--- src/rtl/mem_wb_pipe_reg.sv ---
// MEM->WB pipeline register: STAGES-deep chain of memory-stage bundles with
// per-entry valid, freeze/flush control and a saturating frozen-cycle counter.
module mem_wb_pipe_reg #(
  parameter int WORD_W = 32,
  parameter int DEST_W = 4,
  parameter int STAGES = 1,
  parameter int CNT_W  = 16
) (
  input  logic              CLK,
  input  logic              RST,
  input  logic              Freeze,
  input  logic              Flush,
  input  logic              Valid_In,
  input  logic [WORD_W-1:0] PC_In,
  input  logic              WB_EN_In,
  input  logic              MEM_R_EN_In,
  input  logic [WORD_W-1:0] ALU_Res_In,
  input  logic [WORD_W-1:0] Data_In,
  input  logic [DEST_W-1:0] Dest_In,
  output logic              Valid_Out,
  output logic [WORD_W-1:0] PC_Out,
  output logic              WB_EN_Out,
  output logic              MEM_R_EN_Out,
  output logic [WORD_W-1:0] ALU_Res_Out,
  output logic [WORD_W-1:0] Data_Out,
  output logic [DEST_W-1:0] Dest_Out,
  output logic [CNT_W-1:0]  Stall_Cnt
);

  typedef struct packed {
    logic              valid;
    logic [WORD_W-1:0] pc;
    logic              wb_en;
    logic              mem_r_en;
    logic [WORD_W-1:0] alu_res;
    logic [WORD_W-1:0] data;
    logic [DEST_W-1:0] dest;
  } stage_t;

  stage_t            stage_q [STAGES];
  stage_t            stage_d [STAGES];
  stage_t            in_bundle;
  logic [CNT_W-1:0]  stall_cnt_q;
  logic [CNT_W-1:0]  stall_cnt_d;

  // An invalid bundle must never carry a live write-back or load enable.
  always_comb begin
    in_bundle.valid    = Valid_In;
    in_bundle.pc       = PC_In;
    in_bundle.wb_en    = WB_EN_In & Valid_In;
    in_bundle.mem_r_en = MEM_R_EN_In & Valid_In;
    in_bundle.alu_res  = ALU_Res_In;
    in_bundle.data     = Data_In;
    in_bundle.dest     = Dest_In;
  end

  always_comb begin
    // NOTE: every path assigns stage_d first, so no latch can be inferred.
    for (int k = 0; k < STAGES; k++) begin
      stage_d[k] = stage_q[k];
    end
    if (Flush) begin
      for (int k = 0; k < STAGES; k++) begin
        stage_d[k] = '0;
      end
    end else if (!Freeze) begin
      stage_d[0] = in_bundle;
      for (int k = 1; k < STAGES; k++) begin
        stage_d[k] = stage_q[k-1];
      end
    end
  end

  always_comb begin
    stall_cnt_d = stall_cnt_q;
    if (!Flush && Freeze && (stall_cnt_q != '1)) begin
      stall_cnt_d = stall_cnt_q + CNT_W'(1);
    end
  end

  // NOTE: non-blocking assignments let every stage sample its predecessor's
  // old value on the same edge; the whole chain is reset, not just valids,
  // because the outputs must read all-zero after reset.
  always_ff @(posedge CLK) begin
    if (RST) begin
      for (int k = 0; k < STAGES; k++) begin
        stage_q[k] <= '0;
      end
      stall_cnt_q <= '0;
    end else begin
      for (int k = 0; k < STAGES; k++) begin
        stage_q[k] <= stage_d[k];
      end
      stall_cnt_q <= stall_cnt_d;
    end
  end

  assign Valid_Out    = stage_q[STAGES-1].valid;
  assign PC_Out       = stage_q[STAGES-1].pc;
  assign WB_EN_Out    = stage_q[STAGES-1].wb_en;
  assign MEM_R_EN_Out = stage_q[STAGES-1].mem_r_en;
  assign ALU_Res_Out  = stage_q[STAGES-1].alu_res;
  assign Data_Out     = stage_q[STAGES-1].data;
  assign Dest_Out     = stage_q[STAGES-1].dest;
  assign Stall_Cnt    = stall_cnt_q;

endmodule
--- config.mk ---
export PLATFORM = sky130hd
export DESIGN_NAME = mem_wb_pipe_reg
export DESIGN_NICKNAME = d
export VERILOG_FILES = /design/src/rtl/mem_wb_pipe_reg.sv
export SDC_FILE = /design/constraint.sdc
export NUM_CORES = 1
export LEC_CHECK = 0
export CORE_MARGIN = 8
export CORE_UTILIZATION = 36
export CTS_BUF_LIST = sky130_fd_sc_hd__clkbuf_4 sky130_fd_sc_hd__clkbuf_8 sky130_fd_sc_hd__clkbuf_16
export DETAILED_ROUTE_END_ITERATION = 8
export GPL_TIMING_DRIVEN = 0
export PLACE_DENSITY = 0.76
export SLEW_MARGIN = 40
export SYNTH_ARGS = -nofsm -noshare
export SYNTH_HDL_FRONTEND = slang
export SYNTH_SLANG_ARGS = --single-unit
--- constraint.sdc ---
create_clock -name CLK -period 1.6 [get_ports CLK]
set_input_delay 0.32 -clock CLK [delete_from_list [all_inputs] [get_ports CLK]]
set_output_delay 0.32 -clock CLK [all_outputs]
set_load 0.01 [all_outputs]
# == Word-level counts from Yosys, hierarchy flattened ==
# Memory sizes are Yosys's and may differ from the RTL's.
# Cells that the tools add are included.
# totals
reg_bits,16
ram_bits,103
out_inout_bits,119
word_cells,17
memories,1
# memory_table
memory,words,width,read_ports,rd_clocked_by_memory_dff,wr,line_no,source
stage_q,1,103,1,0,1,40,stage_t stage_q [STAGES];
# classes
n_addsub,1
n_eq_ne,1
n_mux,7
bitwise_logic,2
reduce_logical,4
# ops
operator,n
103-bit two-way mux,3
103-bit OR reduction,1
"16-bit by 1-bit adder with 16-bit output, second input constant",1
"16-bit inequality test, second input constant",1
1-bit two-way mux,4
1-bit AND,2
1-bit logical AND,2
1-bit logical NOT,1

# == Depth between registers and ports, before layout ==
# Gate-level depths: netlist of the first run.
# depth
depth_word,4
depth_mapped,7
mapped_depth_nobuf,5

# == Worst setup path after synthesis of the first run ==
# OpenSTA, ideal clock, no wires.
# synth_timing
path_type,register to register
start,"reg stall_cnt_q[0], in the netlist Stall_Cnt[0]"
end,"reg stall_cnt_q[14], in the netlist Stall_Cnt[14]"
setup_time_ns,0.070
arrival_ns,1.627
slack_ns,-0.097
stages_incl_launch_ff,7
synth_period_minus_slack_ns,1.697
path_cell_list,dfxtp_1 > ha_1 > nand3_1 > nand2b_1 > buf_6 > or4_1 > a21oi_1
# synth_between
elab_chain_len,2
# synth_rtl
element,line_no,source
"start, declared",43,logic [CNT_W-1:0] stall_cnt_q;
"start signal, assigned",94,stall_cnt_q <= stall_cnt_d;
"parallel branches: the longest is 2 deep, another holds 16-bit by 1-bit adder with 16-bit output",n/a,
# Several ways; the timed one is not identified.
# A chain may end at the register's enable or synchronous reset.

# == Final worst setup path of the first run ==
# layout_timing
start,"reg stall_cnt_q[0], in the netlist Stall_Cnt[0]"
end,"reg stall_cnt_q[11], in the netlist Stall_Cnt[11]"
# The elaborated chain is that of the path after synthesis.

==> impl_metrics.yaml, run 1 <==
grt:
  grt_max_degree: 17
  antenna_found_initial: 0
  grt_pass1_wl_um: 22400
  overflow: 0
  track_usage_pct: 17.8
  grt_pass1_vias: 4276
sta:
  fmax_mhz: 639
  clock_skew_ns: 0.00373
  worst_slack_ns: 0.0340
  max-slew-margin-rel_pct: 53.0
  drv_slew: 0
  worst_pin_slew_ns: 0.705
  finalCritPeriodShare_pct: 97.9
  min_period_ns: 1.57
  hold_viol: 0
  setup_viol: 0
  rsz0062_at_grt: "yes"
floorplanning:
  io_pins: 226
  fp.dieArea_um2: 16100
  die_h_um: 127
  rows: 40
  design.core.area_um2: 12000
  start_util_pct: 36.9
  die_width_um: 127
critical_path:
  cp-start-kind: "flip-flop"
  crit_path_start: "Stall_Cnt[0]"
  reg2reg_slack_ns: 0.03
  crit_fanout: 10
  rr_worst_depth: 6
  crit_required_ns: 1.93
  path_class: "flip-flop to flip-flop"
  r2r_end: "Stall_Cnt[11]"
  arrival_ns: 1.89
  end_kind: "flip-flop"
  r2r_start: "Stall_Cnt[0]"
  crit_path_end: "Stall_Cnt[11]"
final_layout:
  final_util_pct: 62.5
  layout_common_cells: "120 x dlygate4sd2_1, 108 x dfxtp_1, 104 x nor2_1"
  drive_above_1_share_pct: 12.1
  syn2layout_area_growth_pct: 69.3
  final_cells: 847
  antenna_cells: 0
  final_nets: 795
  layout_commonest_cell: "dlygate4sd2_1"
placed_design:
  io_buffers: 223
  hpwlAfterDp_um: 11200
  preCtsSetupSlack_ns: -0.554
  placed_cells: 802
  place_congestion: 0.805
logic_synthesis:
  syn_nets: 540
  synth_cell_type_count: 34
  synth_top_area_cell: "dfxtp_1"
  ys_seq_area_share_pct: 53.7
  synth.cell_area_um2: 4440
  ys_ff_latch: 119
  syn_inst: 432
  post-synth-top-area-fraction_pct: 53.7
  yosys_warnings: 0
  ys_top_cells_by_area: "dfxtp_1 54%, mux2i_1 23%, nor2_1 8.8%"
  synth.avg_cell_area_um2: 10.3
detailed_routing:
  drc: 0
  detail-route-antenna-nets: 0
  firstDrtPassIters: 5
  routedWlPerCell_um: 17.2
  num_vias: 4138
  viasPerCell: 4.89
  drt_iter0_markers: 180
  wl_um: 14600
clocking:
  cts-root-buf: "clkbuf_16"
  cts_tree: "yes"
  cts_buffers: 17
  htreeDepth: 4
  clk_latency_ns: 0.41
  hold_buffers: 0
  cts.sinks: 119
  cts_buffer_depth: 2
  clk_pin_slew_ns: 0.05
power_and_ir_drop:
  p_leak_uw: 0.00362
  ir_drop_mv: 0.738
  p_per_area_nw_per_um2: 1020
status:
  status: "complete, no violations"
job:
  maxCapViolCount: 0
min_path:
  hold_class: "input pin to flip-flop"
-- where the power goes --
part / total, µW / switching [µW] / internal [µW]
logic: 778 / 322 / 456
registers: 3090 / 43.7 / 3050
clock network: 3780 / 1330 / 2450
total: 7650 / 1690 / 5960
-- repair_timing --
action,in CTS,in global routing
gates cloned,0,1
gates resized for setup,134,16
setup endpoints to repair,202,29
setup buffers,7,6
pin swaps,5,7
-- cells in the mapped netlist (all sizes together) --
master,instances
nor3,2
o31ai,11
o21ai,3
or2,1
nor3b,2
o21ba,1
or3,3
a21oi,16
nor4,1
and2,1
dfxtp,119
or3b,1
clkbuf,12
and3,2
nor2b,1
nand4,3
inv,2
a22oi,2
buf,19
nor2,104
and4b,1
nand2,4
nand3,7
nand2b,2
mux2i,100
ha,1
or4,10
and4,1
-- worst max-delay path: stages (launching register included) --
cell,delay [ns]
dfxtp_4,0.35
ha_4,0.16
nand3_4,0.09
nor4_4,0.05
buf_6,0.14
or4_1,0.50
a21oi_1,0.18
-- cell type report --
cell class,count,area [µm²]
inverters,2,7.51
clock buffers,20,478
plain buffers,30,155
clock inverters,12,124
repair buffers,237,2190
well taps,147,184
flip-flops and latches,119,2400
multi-input cells,280,1970
fillers,1027,4500
-- per-layer routing --
layer  vias up  global-route usage, %  part of all wire (%)
li1       2002                      -                     -
met1      1955                   18.0                    39
met2       160                   31.3                    50
met3        21                   7.65                   9.3
met5         -                      0                     0
met4         0                   7.56                   1.6
-- stage by stage --
| stage | hold slack [ns] | total power [µW] | setup TNS [ns] | instance area, µm² |
|---|---|---|---|---|
| after floorplan | 0.464 | 3490 | 0 | 4460 |
| after global placement | 0.473 | 3970 | -41.98 | 6870 |
| after detailed placement | 0.482 | 3990 | -45.89 | 6870 |
| after CTS | 0.256 | 7740 | 0 | 7420 |
| after global routing | 0.302 | 7960 | -0.108 | 7510 |
| final | 0.288 | 7650 | 0 | 7510 |
-- worst min path at each step --
stage	start	cells after the start	slack (ns)	end
floorplan	Dest_In[0]	2	0.46	stage_q[0][0]
global placement	stage_q[0][15]	2	0.47	stage_q[0][15]
detailed placement	stage_q[0][55]	2	0.48	stage_q[0][55]
CTS	RST	2	0.26	Stall_Cnt[4]
global route	RST	2	0.30	Stall_Cnt[3]
finish	RST	2	0.29	Stall_Cnt[3]
-- flip-flops by register name, indices dropped and copies added, names as in the netlist --
name	flops
Stall_Cnt	16
stage_q	103
-- cells by family (layout without fill, tap and decap cells) --
group	Yosys count	in the layout	synth area share [%]
compound gates	33	33	4.57
fa+ha+maj	1	1	0.282
buf+inv	33	301	3.69
flops	119	119	53.7
mux	100	100	22.6
simple gates	146	146	15.2
Note: power is estimated with default switching activity, not from simulation.
==> run 2, diff against run 1 <==
--- a/config.mk
+++ b/config.mk
@@ -6,4 +6,5 @@
 export NUM_CORES = 1
 export LEC_CHECK = 0
+export CAP_MARGIN = 20
 export CORE_MARGIN = 8
 export CORE_UTILIZATION = 36
==> constraint.sdc (replaced) <==
create_clock -name CLK -period 1.6 [get_ports CLK]
set_input_delay 0.32 -clock CLK [delete_from_list [all_inputs] [get_ports CLK]]
set_output_delay 0.32 -clock CLK [all_outputs]
set_load 0.02 [all_outputs]
==> run 2 against run 1 <==
Against the previous run: the flow now finishes with violations (negative setup slack); largest cell class unchanged; clock skew rose by 0.0070 ns; non-clock buffer count rose by 4; die area did not move; routed wire length rose by 3.8%; largest power group unchanged; critical endpoint is now Stall_Cnt[3]; power rose by 1.5%.
==> impl_metrics.yaml, run 2 (synthesis gave the netlist of run 1 again) <==
final_layout:
  n_fill_cell: 1023
  final_cells: 852
  final_util_pct: 63.4
  layout_common_cells: "119 x dlygate4sd2_1, 104 x dfxtp_1, 104 x nor2_1"
  drive_above_1_share_pct: 14.6
  syn2layout_area_growth_pct: 71.7
  final_nets: 799
  largest_register_ffs: 103
  largest-register: "stage_q"
  layout_commonest_cell: "dlygate4sd2_1"
sta:
  setup_viol: 9
  max-slew-margin-rel_pct: 53.3
  hold_viol: 0
  holdWs_ns: 0.320
  min_period_ns: 1.67
  rsz0062_at_grt: "yes"
  worst_pin_slew_ns: 0.700
  worst_slack_ns: -0.0655
  fmax_mhz: 600
  finalCritPeriodShare_pct: 104
  clock_skew_ns: 0.0108
  drv_slew: 0
clocking:
  cts.sinks: 119
  cts-root-buf: "clkbuf_16"
  hold_buffers: 0
  clk_latency_ns: 0.41
  htreeDepth: 4
  cts_tree: "yes"
  cts_buffers: 17
  cts_buffer_depth: 2
  clk_pin_slew_ns: 0.05
grt:
  grt_pass1_vias: 4272
  grt_max_degree: 17
  grt_pass1_wl_um: 22600
  antenna_found_initial: 1
  track_usage_pct: 17.8
  overflow: 0
detailed_routing:
  detail-route-antenna-nets: 0
  viasPerCell: 4.87
  drt_iter0_markers: 199
  drc: 0
  num_vias: 4146
  firstDrtPassIters: 4
  wl_um: 15100
  routedWlPerCell_um: 17.7
critical_path:
  arrival_ns: 1.99
  path_class: "flip-flop to flip-flop"
  end_kind: "flip-flop"
  crit_required_ns: 1.93
  cp-start-kind: "flip-flop"
  crit_fanout: 5
power_and_ir_drop:
  sequentialPowerShare_pct: 39.8
  ir_drop_mv: 0.553
  power.switching_uw: 1770
  p_leak_uw: 0.00365
  clockPowerShare_pct: 49.4
  p_int_uw: 5990
  p_per_area_nw_per_um2: 1020
  p_comb_share_pct: 10.8
  total_power_uw: 7760
  switching_share_pct: 22.8
placed_design:
  placed_cells: 802
  io_buffers: 223
  place_congestion: 0.803
  hpwlAfterDp_um: 11000
  preCtsSetupSlack_ns: -0.589
min_path:
  hold_class: "input pin to flip-flop"
floorplanning:
  rows: 40
  die_width_um: 127
  fp.dieArea_um2: 16100
  design.core.area_um2: 12000
  start_util_pct: 36.9
  io_pins: 226
  die_h_um: 127
job:
  maxCapViolCount: 0
status:
  status: "finished with violations"
  violations: "negative setup slack"
[run 2: per-layer routing]
| layer | up-vias | track usage (%) | routed length (µm) |
|---|---|---|---|
| li1 | 2010 | - | - |
| met1 | 1949 | 17.3 | 5640 |
| met2 | 165 | 32.2 | 7880 |
| met3 | 22 | 8.28 | 1290 |
| met4 | 0 | 6.65 | 308 |
| met5 | - | 0 | 0 |
[run 2: what timing repair did]
action | CTS | global route
resized for setup | 128 | 32
setup endpoints to repair | 165 | 54
gates cloned | 0 | 3
pin swaps | 6 | 13
setup buffers | 6 | 9
[run 2: layout make-up]
cell class / instances / area [µm²] / area share (%)
Sequential cell: 119 / 2410 / 31.6
Clock buffer: 19 / 447 / 5.86
Inverter: 2 / 7.51 / 0.0985
Tap cell: 147 / 184 / 2.41
Timing Repair Buffer: 241 / 2250 / 29.5
Buffer: 30 / 161 / 2.12
Antenna cell: 1 / 2.50 / 0.0328
Multi-Input combinational cell: 280 / 2010 / 26.3
Clock inverter: 13 / 154 / 2.02
[run 2: final timing paths]
| path | startpoint | endpoint | slack (ns) | cells after the start |
|---|---|---|---|---|
| worst min register to register | stage_q[0][50] | stage_q[0][50] | 0.49 | 2 |
| worst max-delay path | Stall_Cnt[0] | Stall_Cnt[3] | -0.07 | 7 |
| worst max register to register | Stall_Cnt[0] | Stall_Cnt[3] | -0.07 | 7 |
| worst min-delay path | RST | Stall_Cnt[2] | 0.32 | 2 |
[run 2: worst max-delay path, stage by stage (launching register included)]
cell and delay [ns]:
dfxtp_4 0.37, ha_4 0.15, nand3_4 0.09, nor4_4 0.40
buf_6 0.19, clkbuf_16 0.15, o31ai_1 0.07, a21oi_1 0.16
[run 2: metrics by stage]
step	instance area (µm²)	setup TNS, ns
2_1_floorplan	4470	0
3_3_place_gp	6890	-38.88
3_5_place_dp	6890	-40.74
4_1_cts	7420	-0.000762
5_1_grt	7620	-0.797
6_report	7620	-0.245
[run 2: power groups by stage]
stage / combinational, µW / clock [µW] / sequential [µW]
after floorplan: 285 / 0 / 3260
after global placement: 879 / 0 / 3160
after detailed placement: 896 / 0 / 3160
after CTS: 847 / 3890 / 3090
after global routing: 899 / 4060 / 3100
final: 839 / 3830 / 3090
==> run 3, diff against run 2 <==
Settings changed: GPL_TIMING_DRIVEN 0 to unset.
==> run 3 against run 2 <==
Against the previous run: the flow still finishes with violations (negative setup slack); final area is 0.34% lower; register-to-register slack better by 0.06 ns; critical path depth is 1 lower; sequential share of layout area is 0.077 points higher; die area stayed put; sequential cell count stayed put; combinational power is 0.7% higher; clock power is 12% higher; setup slack better by 0.027 ns; hold slack better by 0.029 ns; fmax is 1.7% higher; critical path type is now input pin to flip-flop; highest routed layer unchanged.
==> impl_metrics.yaml, run 3 (synthesis gave the netlist of run 1 again) <==
sta:
  min_period_ns: 1.64
  fmax_mhz: 610
  final.setup.tns_ns: -0.0382
  max-slew-margin-rel_pct: 71.8
  finalCritPeriodShare_pct: 102
  worst_pin_slew_ns: 0.422
  rsz0062_at_grt: "yes"
  worst_slack_ns: -0.0382
  clock_skew_ns: 0.00528
  setup_viol: 1
  drv_slew: 0
  hold_viol: 0
critical_path:
  r2r_end: "Stall_Cnt[9]"
  path_class: "input pin to flip-flop"
  reg2reg_slack_ns: -0.01
  crit_fanout: 9
  rr_worst_depth: 5
  cp-start-kind: "input pin"
  crit_required_ns: 1.88
  crit_path_start: "Flush"
  arrival_ns: 1.92
  r2r_start: "Stall_Cnt[3]"
  crit_path_end: "Stall_Cnt[9]"
  end_kind: "flip-flop"
power_and_ir_drop:
  ir_drop_mv: 0.694
  p_int_uw: 6480
  sequentialPowerShare_pct: 37.5
  p_comb_share_pct: 10.3
  p_leak_uw: 0.00363
  clockPowerShare_pct: 52.2
  switching_share_pct: 21.2
  total_power_uw: 8230
  power.switching_uw: 1750
  p_per_area_nw_per_um2: 1080
final_layout:
  final_util_pct: 63.2
  largest-register: "stage_q"
  n_fill_cell: 1028
  layout_common_cells: "116 x dlygate4sd2_1, 108 x dfxtp_1, 105 x clkdlybuf4s50_1"
  syn2layout_area_growth_pct: 71.1
  layout_commonest_cell: "dlygate4sd2_1"
  final_nets: 777
  antenna_cells: 0
  final_cells: 829
  drive_above_1_share_pct: 12.9
  largest_register_ffs: 103
clocking:
  cts_buffer_depth: 2
  htreeDepth: 4
  cts_tree: "yes"
  cts_setup_buffers: 0
  clk_latency_ns: 0.41
  cts.sinks: 119
  clk_pin_slew_ns: 0.05
  cts-root-buf: "clkbuf_16"
  cts_buffers: 17
grt:
  grt_max_degree: 64
  overflow: 0
  track_usage_pct: 16.8
  antenna_found_initial: 0
  grt_pass1_wl_um: 21600
  grt_pass1_vias: 4195
placed_design:
  placed_cells: 796
  hpwlAfterDp_um: 10400
  preCtsSetupSlack_ns: -0.421
  io_buffers: 225
  place_congestion: 0.748
job:
  maxCapViolCount: 0
detailed_routing:
  detail-route-antenna-nets: 0
  num_vias: 4079
  routedWlPerCell_um: 17.2
  drt_iter0_markers: 205
  drc: 0
  firstDrtPassIters: 4
  wl_um: 14200
  viasPerCell: 4.92
min_path:
  hold_class: "input pin to flip-flop"
  hold_depth: 4
status:
  status: "finished with violations"
  violations: "negative setup slack"
floorplanning:
  fp.dieArea_um2: 16100
  io_pins: 226
  start_util_pct: 36.9
  die_h_um: 127
  design.core.area_um2: 12000
  rows: 40
  die_width_um: 127
-- run 3: changes by cell type in the layout (fill, tap and decap cells not counted), sizes merged --
cell and change:
buf -5, bufinv +3, clkbuf -18, clkdlybuf4s15 +2
clkdlybuf4s50 +2, clkinv -3, clkinvlp +1, diode -1
dlygate4sd2 -3, inv -1
-- run 3: worst min-delay path by stage --
stage	startpoint	endpoint	slack, ns
floorplan	Dest_In[0]	stage_q[0][0]	0.46
global placement	stage_q[0][102]	stage_q[0][102]	0.47
detailed placement	stage_q[0][23]	stage_q[0][23]	0.49
CTS	Freeze	stage_q[0][85]	0.33
global route	Freeze	stage_q[0][90]	0.38
finish	Freeze	stage_q[0][85]	0.35
-- run 3: what timing repair did --
action | 4_1_cts | 5_1_grt
gates resized for setup | 122 | 26
endpoints found under the setup margin | 125 | 15
gates cloned | 0 | 1
hold buffers | 0 | 0
-- run 3: per-stage QoR --
step | area, µm² | hold slack [ns]
5_1_grt | 7590 | 0.379
4_1_cts | 7510 | 0.331
3_5_place_dp | 6980 | 0.486
3_3_place_gp | 6980 | 0.472
6_report | 7590 | 0.349
2_1_floorplan | 4470 | 0.464
-- run 3: per-layer routing --
| metal | global-route usage [%] | vias to the layer above | wire length (µm) |
|---|---|---|---|
| li1 | - | 1965 | - |
| met1 | 16.1 | 1902 | 5160 |
| met2 | 30.1 | 171 | 7280 |
| met3 | 6.91 | 41 | 1270 |
| met4 | 9.52 | 0 | 513 |
| met5 | 0 | - | 0 |
-- run 3: cell type report --
cell class / count / area [µm²] / share of cell area (%)
well taps: 147 / 184 / 2.42
flip-flops and latches: 119 / 2410 / 31.7
clock buffers: 19 / 447 / 5.88
inverters: 2 / 7.51 / 0.0989
multi-input cells: 280 / 1980 / 26.1
repair buffers: 249 / 2340 / 30.8
clock inverters: 13 / 226 / 2.98
-- run 3: power groups by stage --
stage	clock network [µW]	logic, µW	registers [µW]
2_1_floorplan	0	285	3260
3_3_place_gp	0	893	3150
3_5_place_dp	0	911	3160
4_1_cts	4370	856	3090
5_1_grt	4510	903	3100
6_report	4300	845	3090
-- run 3: worst max-delay path: stages --
cell and delay, ns:
clkdlybuf4s50_1 0.42, and4b_4 0.39, nand3_4 0.14, buf_4 0.19
o31ai_1 0.36, a21oi_2 0.09
